===== src/rtl/seq6_pkg.sv =====
// Shared definitions for the 6-state sequence counter controller: op codes,
// FSM states and the sequence boundary codes.
package seq6_pkg;

  typedef enum logic [2:0] {
    OpStep  = 3'd0,
    OpRun   = 3'd1,
    OpClear = 3'd2,
    OpLoad  = 3'd3
  } seq6_op_e;

  typedef enum logic {
    StIdle = 1'b0,
    StRun  = 1'b1
  } seq6_state_e;

  // Forward order of the six legal codes; 010 and 101 are never held.
  localparam logic [5:0][2:0] SEQ_CODES = {3'b100, 3'b110, 3'b111, 3'b001, 3'b011, 3'b000};
  localparam logic [2:0] SEQ_FIRST = 3'b000;
  localparam logic [2:0] SEQ_LAST  = 3'b100;

endpackage


===== src/rtl/seq6_next.sv =====
// Combinational successor of a sequence code in either direction, with the
// boundary-crossing flag and a legality flag for the input code.
module seq6_next
  import seq6_pkg::*;
(
  input  logic [2:0] cur,
  input  logic       dir,
  output logic [2:0] nxt,
  output logic       wrap,
  output logic       legal
);

  always_comb begin
    nxt   = SEQ_FIRST;
    legal = 1'b1;
    case (cur)
      3'b000:  nxt = dir ? 3'b100 : 3'b011;
      3'b011:  nxt = dir ? 3'b000 : 3'b001;
      3'b001:  nxt = dir ? 3'b011 : 3'b111;
      3'b111:  nxt = dir ? 3'b001 : 3'b110;
      3'b110:  nxt = dir ? 3'b111 : 3'b100;
      3'b100:  nxt = dir ? 3'b110 : 3'b000;
      // Unreachable codes recover to the start of the sequence.
      default: legal = 1'b0;
    endcase
    wrap = legal & (dir ? (cur == SEQ_FIRST) : (cur == SEQ_LAST));
  end

endmodule


===== src/rtl/seq6_run_ctrl.sv =====
// Command-driven controller for the 6-state sequence counter: single steps,
// multi-step runs with halt, clear and load, plus done/wrap/err status.
module seq6_run_ctrl
  import seq6_pkg::*;
#(
  parameter int unsigned NSTEP_W = 8
) (
  input  logic               clk,
  input  logic               reset,
  input  logic               cmd_valid,
  output logic               cmd_ready,
  input  logic [2:0]         cmd_op,
  input  logic [NSTEP_W-1:0] cmd_n,
  input  logic               cmd_dir,
  input  logic               halt,
  output logic [2:0]         count,
  output logic               busy,
  output logic               done,
  output logic               wrap,
  output logic               err
);

  seq6_state_e        state;
  logic [NSTEP_W-1:0] remaining;
  logic               dir_q;

  logic       step_dir;
  logic [2:0] step_nxt;
  logic       step_wrap;
  logic       step_legal;
  logic       load_legal;
  logic [2:0] unused_load_nxt;
  logic       unused_load_wrap;

  // A run uses the direction latched at accept; a STEP uses the live input.
  assign step_dir  = (state == StRun) ? dir_q : cmd_dir;
  assign cmd_ready = (state == StIdle);
  assign busy      = (state == StRun);

  seq6_next u_step (
    .cur   (count),
    .dir   (step_dir),
    .nxt   (step_nxt),
    .wrap  (step_wrap),
    .legal (step_legal)
  );

  seq6_next u_load_chk (
    .cur   (cmd_n[2:0]),
    .dir   (1'b0),
    .nxt   (unused_load_nxt),
    .wrap  (unused_load_wrap),
    .legal (load_legal)
  );

  always_ff @(posedge clk or negedge reset) begin
    if (!reset) begin
      state     <= StIdle;
      remaining <= '0;
      dir_q     <= 1'b0;
      count     <= SEQ_FIRST;
      done      <= 1'b0;
      wrap      <= 1'b0;
      err       <= 1'b0;
    end else begin
      done <= 1'b0;
      wrap <= 1'b0;
      unique case (state)
        StIdle: begin
          if (cmd_valid) begin
            case (cmd_op)
              OpStep: begin
                count <= step_legal ? step_nxt : SEQ_FIRST;
                wrap  <= step_wrap;
                done  <= 1'b1;
              end
              OpRun: begin
                if (cmd_n == '0) begin
                  done <= 1'b1;
                end else begin
                  state     <= StRun;
                  remaining <= cmd_n;
                  dir_q     <= cmd_dir;
                end
              end
              OpClear: begin
                count <= SEQ_FIRST;
                err   <= 1'b0;
                done  <= 1'b1;
              end
              OpLoad: begin
                if (load_legal) begin
                  count <= cmd_n[2:0];
                  done  <= 1'b1;
                end else begin
                  err <= 1'b1;
                end
              end
              default: err <= 1'b1;
            endcase
          end
        end
        StRun: begin
          // halt wins over the step, including the final one.
          if (halt) begin
            state <= StIdle;
          end else begin
            count     <= step_legal ? step_nxt : SEQ_FIRST;
            wrap      <= step_wrap;
            remaining <= remaining - 1'b1;
            if (remaining == NSTEP_W'(1)) begin
              state <= StIdle;
              done  <= 1'b1;
            end
          end
        end
        default: state <= StIdle;
      endcase
    end
  end

endmodule

===== config.mk =====
export PLATFORM = sky130hd
export DESIGN_NAME = seq6_run_ctrl
export DESIGN_NICKNAME = d
export VERILOG_FILES = /design/src/rtl/seq6_pkg.sv /design/src/rtl/seq6_next.sv /design/src/rtl/seq6_run_ctrl.sv
export SDC_FILE = /design/constraint.sdc
export NUM_CORES = 1
export LEC_CHECK = 0
export CAP_MARGIN = 20
export CORE_MARGIN = 5
export CORE_UTILIZATION = 45
export CTS_CLUSTER_DIAMETER = 50
export DETAILED_ROUTE_END_ITERATION = 10
export GPL_ROUTABILITY_DRIVEN = 0
export HOLD_SLACK_MARGIN = 0.08
export PLACE_DENSITY = 0.83
export SYNTH_ARGS = -nofsm -noshare
export SYNTH_HDL_FRONTEND = slang
export SYNTH_SLANG_ARGS = --single-unit

===== constraint.sdc =====
create_clock -name clk -period 1.9 [get_ports clk]
set_clock_uncertainty 0.05 [all_clocks]
set_input_delay 0.285 -clock clk [delete_from_list [all_inputs] [get_ports clk]]
set_output_delay 0.285 -clock clk [all_outputs]
set_load 0.005 [all_outputs]

; Word-level counts from Yosys, hierarchy flattened
; Cells that the tools add are included.
[op_classes]
n_eq_ne = 21
multipliers = 0
add_sub_neg = 1
reduce_logical = 12
n_lt_le_gt_ge = 0
shift = 0
mux = 41
n_bitwise = 4
div_mod_pow = 0
[ops]
columns = cell, count
row1 = 8-bit 2-to-1 mux, 4
row2 = 3-bit 2-to-1 mux, 8
row3 = 1-bit 2-to-1 mux, 19
row4 = 3-bit == test (second input constant), 6
row5 = 3-bit one-hot mux with 6 select lines, 1
row6 = 8-bit one-hot mux with 2 select lines, 1
row7 = 4-bit AND reduction, 4
row8 = 3-bit by 2-bit == test with 1-bit output (second input constant), 4
row9 = 6-bit OR reduction, 2
row10 = 3-bit by 1-bit == test with 1-bit output (second input constant), 3
row11 = 3-bit zero test, 3
row12 = 3-bit one-hot mux with 3 select lines, 1
row13 = 8-bit by 1-bit == test with 1-bit output (second input constant), 1
row14 = 8-bit zero test, 1
row15 = 2-bit != test (second input constant), 4
row16 = 8-bit by 1-bit subtractor with 8-bit output (second input constant), 1
row17 = 1-bit one-hot mux with 2 select lines, 3
row18 = 1-bit one-hot mux with 3 select lines, 2
row19 = 3-bit one-hot mux with 2 select lines, 1
row20 = 4-bit by 1-bit != test with 1-bit output (second input constant), 1
row21 = 2-bit OR reduction, 2
row22 = 3-bit != test (second input constant), 1
row23 = 1-bit NOT, 3
row24 = 2-bit 2-to-1 mux, 1
row25 = other kinds (2), 2
[totals]
ff_bits = 16
ramBits = 0
romBits = 0
latchBits = 0
elab_cells = 86
memories = 0
input_bits = 16
out_inout_bits = 8

; Depth between registers and ports, before layout
; Gate-level depths: netlist of run 1.
[logic_depth]
ltp_word = 7
mapped_depth = 6
ltp_nobuf = 6

; Hierarchy
; From an unflattened synthesis of run 1, not the netlist that was laid out.
[hier_totals]
hier_cells = 160
area_unflattened_um2 = 1368.8
[by_module_without_submodules]
columns = module, instances, seq_area_each_um2, area_per_inst_um2, cells_each
row1 = seq6_run_ctrl, 1, 400.4, 1093.5, 120
row2 = seq6_next, 2, 0.0, 137.6, 20

; Worst setup path before layout of run 1
; OpenSTA, ideal clock, no wires.
[synth_path]
kind = register to register
from = register state, in the netlist busy
to = register remaining[7]
n_path_buf = 1
arrival_ns = 1.790
path_stages_with_launch = 6
setup_time_ns = 0.124
t_required_ns = 1.726
path_slack_ns = -0.064
synth_period_minus_slack_ns = 1.964
cell_sequence = dfrtp_1 > buf_6 > or3b_4 > a2111o_1 > and3_1 > a211o_1
[synth_via]
elab_chain_len = 3
elab_cells_between_ends = 7
classes_between = eq/ne: 4 / mux: 1 / bitwise: 1 / reduce/logical: 1
[synth_lines]
columns = element, line
row1 = start: declaration, seq6_run_ctrl.sv:23  ; seq6_state_e state;
row2 = start signal: assignment, seq6_run_ctrl.sv:58  ; state <= StIdle;
row3 = start signal: assignment, seq6_run_ctrl.sv:81  ; state <= StRun;
row4 = start signal: assignment, seq6_run_ctrl.sv:106  ; state <= StIdle;
row5 = 1-bit NOT (no source line), -
row6 = 2-bit by 1-bit != test with 1-bit output (no source line) / 2-bit != test (equally long branches), -
row7 = 4-bit AND reduction (no source line), -
row8 = end signal: assignment, seq6_run_ctrl.sv:82  ; remaining <= cmd_n;
row9 = end signal: assignment, seq6_run_ctrl.sv:110  ; remaining <= remaining - 1'b1;
row10 = end: declaration, seq6_run_ctrl.sv:24  ; logic [NSTEP_W-1:0] remaining;
; Parallel ways exist; a longest one is shown, timed or not.
; A chain may end at the register's enable or synchronous reset.

; Worst setup path after layout of run 1
[layout_path]
from = input port cmd_n[0]
to = register count[1]
[layout_via]
elab_chain_len = 5
elab_cells_between_ends = 10
classes_between = eq/ne: 6 / mux: 1 / reduce/logical: 3
[layout_lines]
columns = element, line
row1 = start: declaration, seq6_run_ctrl.sv:13  ; input logic [NSTEP_W-1:0] cmd_n,
row2 = "3-bit by 2-bit == test with 1-bit output, or another cell as far along", seq6_next.sv:16  ; case (cur)
row3 = 6-bit OR reduction (no source line) *, -
row4 = 1-bit 2-to-1 mux *, seq6_next.sv:16
row5 = 3-bit != test (no source line) *, -
row6 = 4-bit AND reduction (no source line) *, -
row7 = end signal: assignment, seq6_run_ctrl.sv:73  ; count <= step_legal ? step_nxt : SEQ_FIRST;
row8 = end signal: assignment, seq6_run_ctrl.sv:93  ; count <= cmd_n[2:0];
row9 = end signal: assignment, seq6_run_ctrl.sv:108  ; count <= step_legal ? step_nxt : SEQ_FIRST;
row10 = end: declaration, seq6_run_ctrl.sv:16  ; output logic [2:0] count,
; Every way passes the cells marked *; elsewhere a longest branch is shown, timed or not.

==> results of run 1 <==
cell type report:
cell class | instances | area (µm²) | area share
Inverter | 11 | 41.3 | 0.0260
Timing Repair Buffer | 44 | 397 | 0.250
Tap cell | 30 | 37.5 | 0.0236
Sequential cell | 16 | 400 | 0.252
Clock buffer | 4 | 36.3 | 0.0228
Multi-Input combinational cell | 92 | 677 | 0.426
cells by family after synthesis:
family / Yosys count / share of synthesized area
AOI/OAI and AO/OA: 42 / 0.272
xor gates and xnor gates: 1 / 0.00774
adders and majority gates: 2 / 0.0221
buffers and inverters: 16 / 0.0664
DFF: 16 / 0.354
muxes: 6 / 0.0575
and+or+nand+nor: 41 / 0.220
cell usage after synthesis, types with 4 or more instances:
master and n:
a21oi_1 5, a31oi_1 4, and3_1 5, dfrtp_1 16
inv_1 11, mux2_2 4, nand2_1 4, nor2_1 6
nor3b_1 4, o21ai_0 9, o221a_1 4, o31ai_1 4
where the power goes:
part	switching, mW	internal [mW]
registers	0.171	0.448
logic	0.244	0.328
clock network	0.113	0.117
metrics by stage:
stage / instances / util / hold WS [ns] / area [µm²] / power [mW]
after floorplan: 124 / - / -0.0606 / 1130 / 0.925
after global placement: 192 / 0.623 / 0.469 / 1520 / 1.14
after detailed placement: 192 / 0.623 / 0.474 / 1520 / 1.17
after CTS: 197 / 0.644 / 0.263 / 1570 / 1.41
after global routing: 197 / 0.653 / 0.274 / 1590 / 1.52
final: 197 / 0.653 / 0.263 / 1590 / 1.42
registers in the layout (all words and copies together), names as in the netlist:
| name | flops |
|---|---|
| wrap | 1 |
| busy | 1 |
| count | 3 |
| done | 1 |
| remaining | 8 |
| err | 1 |
| dir_q | 1 |
routing by layer:
| metal | track usage | part of all wire | vias to the layer above | wire length [µm] |
|---|---|---|---|---|
| met5 | 0 | 0 | - | 0 |
| met4 | 0.0759 | 0.0091 | 0 | 30 |
| met2 | 0.327 | 0.50 | 64 | 1650 |
| met1 | 0.231 | 0.42 | 579 | 1370 |
| li1 | - | - | 564 | - |
| met3 | 0.0432 | 0.076 | 2 | 251 |
critical path, stage by stage:
cell and delay [ns]:
clkdlybuf4s50_1 0.51, nor3b_1 0.44, o31ai_2 0.11, a21oi_1 0.31, mux2_2 0.38
how the worst max path moves through the flow:
stage	startpoint	to	slack, ns	depth (start not counted)
detailed placement	cmd_valid	remaining[1]$_DFFE_PN0P_	-0.37	6
finish	cmd_n[0]	count[1]$_DFFE_PN0P_	-0.02	5
global route	cmd_n[1]	count[1]$_DFFE_PN0P_	-0.05	5
global placement	cmd_valid	remaining[1]$_DFFE_PN0P_	-0.26	6
CTS	cmd_op[2]	remaining[1]$_DFFE_PN0P_	0.02	6
floorplan	busy$_DFF_PN0_	remaining[7]$_DFFE_PN0P_	0.03	5
what timing repair did:
| item | CTS | global route |
|---|---|---|
| pin swaps | 1 | 2 |
| setup endpoints to repair | 3 | 11 |
| hold endpoints to repair | 0 | 0 |
| gates resized for setup | 3 | 6 |
| buffers inserted | 1 | 0 |
| hold buffers | 0 | 0 |
layout by cell type, fill, tap and decap left out, types with 2 or more instances in the layout:
master	instances
a211o_1	2
a21oi_1	5
a31oi_1	4
a32oi_1	2
and3_1	5
buf_4	19
buf_6	2
clkbuf_4	3
clkdlybuf4s50_1	21
dfrtp_1	16
ha_1	2
inv_1	10
mux2_2	4
nand2_1	4
nand2b_1	2
nand3_1	3
nor2_1	6
nor2b_1	2
nor3_1	3
nor3b_1	4
nor4_2	2
o211ai_1	2
o21ai_0	9
o221a_1	4
o2bb2ai_1	2
o31ai_1	3
or3b_2	2
==> metrics.txt, run 1 <==
WL/cell=~17 µm; post-DP HPWL=approximately 2.4 mm; Avg Cell Area, Syn=a little over 9 µm²; die extent in y=60.1 µm; Initial Util=0.465; # diodes=0; via/cell ratio=~6.1; Crit Path Max Fanout=4; GRT Overall Usage=0.192; Final Cycle Share=1.01; Worst R2R Path Depth=5; post-synth top area share=0.354; Syn-to-layout area delta=40.5%; post-route setup slack=-0.0170 ns; CTS root buf=clkbuf_4; number of CTS-inserted buffers=3; Reg-to-Reg Start=busy$_DFF_PN0_; Max Transition Viols Final=0; routed wire length=3.31 mm; Post-synth EDFFs=0; Final Critical Period=between 1.5 and 2 ns; largest cells by area after synthesis=dfrtp_1 (35%), o21ai_0 (4.0%), mux2_2 (4.0%); ys flop type=dfrtp_1; P_leak=roughly 0.7 nW; DR vias=1209; Mapped Area=about 1100 µm²; Slew headroom=0.590; Seq/Total Area, Yosys=0.354; status=complete, but fails checks; Worst-path clk slew=around 0.10 ns; setup TNS=-0.0332 ns; pin count of the biggest net entering global routing=20; TritonCTS clock tree=built; final antenna-violating net count=0; vias in the first global route=around 1200; grt ovf=0; Skew-Pair Late Insertion Delay=a little under 0.3 ns; synth warn=0; TritonCTS Sinks=16; Power Density=894 nW/µm²; first-pass GRT wire length=around 5.3 mm; Die Footprint=3620 µm²; dpl ws=-0.374 ns; fill count=196; Cells after Synth=124; final hold vios=0; DRC=0; PortBufs=23; share of cells above drive strength 1=0.234; crit path kind=in2reg; post-synth top area cell=dfrtp_1; FMAX=0.522 GHz; Net Count, Synth=approximately 140; nets=186; DIE WIDTH=between 60 and 70 µm; Max VDD drop=around 740 µV; crit start category=primary input; RSZ-0062 raised after global routing=yes; ys async rst share=1.00; Synth Register Bits=16; CP Data Required Time=between 2 and 2.5 ns; CP endpoint kind=flop; # setup viols final=2; RR Endpoint=remaining[1]$_DFFE_PN0P_; maximum clock insertion buffer count=2; Rows=18; first-pass detailed-route iteration total=4; worst slew pin tran=a little over 0.6 ns; FF-to-FF setup slack=0.07 ns; Hold Crit Class=in2async; failing checks=negative setup slack; H-tree levels=1; synth unique cells=42; I/O pins=24; Core ar.=2430 µm²; CP Data Arrival Time=2.04 ns; initial antenna violation count=0; maxcap violations=0; number of DRC markers in iteration 0=87
(Power assumes the default switching activity.)
==> run 2: changes to the inputs <==
Settings changed: CORE_MARGIN 5 to 3, CTS_CLUSTER_DIAMETER 50 to 200.
==> metrics.txt, run 2 (synthesized netlist as in run 1, its figures left out) <==
first-pass detailed-route iteration total=4 (unchanged); post-DP HPWL=2.23 mm (was 2.39 mm); PortBufs=23 (unchanged); # diodes=0 (unchanged); Max VDD drop=551 µV (was 735 µV); final core occ=0.672 (was 0.653); Final Cycle Share=0.997 (was 1.01); # setup viols final=0 (was 2); FF-to-FF setup slack=0.02 ns (was 0.07 ns); number of CTS-inserted buffers=3 (unchanged); crit path kind=in2reg (unchanged); TritonCTS Sinks=16 (unchanged); pin count of the biggest net entering global routing=20 (unchanged); Tot Pwr=1.41 mW (was 1.42 mW); Slew headroom=0.603 (was 0.590); Worst-path clk slew=0.10 ns (about the same); FF/Latch Area=400 µm² (unchanged); nets=184 (was 186); Reg with most FFs=remaining (unchanged); grt ovf=0 (unchanged); die extent in y=56.1 µm (was 60.1 µm); Initial Util=0.492 (was 0.465); initial antenna violation count=0 (unchanged); Skew-Pair Late Insertion Delay=0.29 ns (about the same); Worst R2R Path Depth=5 (unchanged); commonest non-fill, non-tap cell in the layout=clkdlybuf4s50_1 (unchanged); number of DRC markers in iteration 0=49 (was 87); Core ar.=2300 µm² (was 2430 µm²); routed wire length=3.00 mm (was 3.31 mm); P_leak=0.675 nW (was 0.690 nW); Worst Setup SP=cmd_n[1] (was cmd_n[0]); final hold vios=0 (unchanged); DR vias=1181 (was 1209); DIE WIDTH=56.1 µm (was 60.1 µm); via/cell ratio=6.12 (was 6.14); max FFs per register=8 (unchanged); setup TNS=0 ns (was -0.0332 ns); maxcap violations=0 (unchanged); most frequent cells in the layout=clkdlybuf4s50_1 (22), buf_4 (18), dfrtp_1 (16), inv_1 (11), o21ai_0 (9) (was clkdlybuf4s50_1 (21), buf_4 (19), dfrtp_1 (16), inv_1 (10), o21ai_0 (9)); CP Data Required Time=2.04 ns (was 2.03 ns); CTS root buf=clkbuf_4 (unchanged); fill count=194 (was 196); GRT Overall Usage=0.212 (was 0.192); Reg-to-Reg Start=busy$_DFF_PN0_ (unchanged); Rows=17 (was 18); multi-input logic area=656 µm² (was 677 µm²); RSZ-0062 raised after global routing=yes (unchanged); worst slew pin tran=0.590 ns (was 0.610 ns); WL/cell=15.6 µm (was 16.8 µm); Final Critical Period=1.89 ns (was 1.92 ns); Setup crit end=count[2]$_DFFE_PN0P_ (was count[1]$_DFFE_PN0P_); Max Transition Viols Final=0 (unchanged); Die Footprint=3150 µm² (was 3620 µm²); final antenna-violating net count=0 (unchanged); Power Density=915 nW/µm² (was 894 nW/µm²); Worst Hold Margin=0.249 ns (was 0.263 ns); crit start category=primary input (unchanged); Syn-to-layout area delta=36.5% (was 40.5%); status=complete, no violations (was complete, but fails checks); Post-CTS Hold Buffers=0 (unchanged); Largest regs=remaining x8, count x3 (unchanged); CP Data Arrival Time=2.03 ns (was 2.04 ns); TritonCTS clock tree=built (unchanged); Hold Crit Class=in2async (unchanged); vias in the first global route=1136 (was 1178); CP endpoint kind=flop (unchanged); maximum clock insertion buffer count=2 (unchanged); DRC=0 (unchanged); Crit Path Max Fanout=5 (was 4); first-pass GRT wire length=5.31 mm (was 5.32 mm); FMAX=0.528 GHz (was 0.522 GHz); H-tree levels=1 (unchanged); share of cells above drive strength 1=0.194 (was 0.234); RR Endpoint=count[0]$_DFFE_PN0P_ (was remaining[1]$_DFFE_PN0P_); I/O pins=24 (unchanged)
run 2: worst min-delay path by stage:
stage	endpoint	slack [ns]	cells past startpoint
4_1_cts	err$_DFFE_PN0P_	0.25	2
2_1_floorplan	busy$_DFF_PN0_	-0.06	0
5_1_grt	busy$_DFF_PN0_	0.26	2
3_5_place_dp	dir_q$_DFFE_PN0P_	0.47	1
6_report	err$_DFFE_PN0P_	0.25	2
3_3_place_gp	dir_q$_DFFE_PN0P_	0.46	1
run 2: what timing repair did:
action / in CTS / in global routing
buffers inserted: 1 / 0
pin swaps: 1 / 3
gates resized for setup: 2 / 0
setup endpoints to repair: 1 / 9
run 2: per-layer routing:
metal	wire, µm	global-route usage	vias up
li1	-	-	567
met1	1330	0.272	569
met2	1460	0.326	38
met3	143	0.0418	7
met4	70	0.125	0
met5	0	0	-
run 2: critical path: stages:
cell and delay [ns]:
clkdlybuf4s50_1 0.56, nor3b_1 0.35, o31ai_1 0.13, a21oi_1 0.33, mux2_2 0.38
run 2: cell type report:
type | count | share of cell area
Multi-Input combinational cell | 92 | 0.425
Sequential cell | 16 | 0.259
Timing Repair Buffer | 42 | 0.243
Inverter | 11 | 0.0267
Clock buffer | 4 | 0.0235
Tap cell | 28 | 0.0227
run 2: through the flow:
step                      worst slack, ns  instance area (µm²)  cells
after global placement             -0.282                 1500    188
after global routing              -0.0715                 1540    193
final                             0.00632                 1540    193
after CTS                         0.00554                 1540    193
after floorplan                    0.0329                 1130    124
after detailed placement           -0.320                 1500    188
run 2: power breakdown:
part	internal [mW]	total [mW]	switching (mW)
Clock	0.117	0.234	0.117
Combinational	0.324	0.559	0.235
Sequential	0.448	0.620	0.172
==> run 3: changes to the inputs <==
Settings changed: ABC_AREA set to 0, ABC_CLOCK_PERIOD_IN_PS set to 1900.
==> results of run 3 <==
The final DEF is identical to that of run 2; final timing and power are the same.
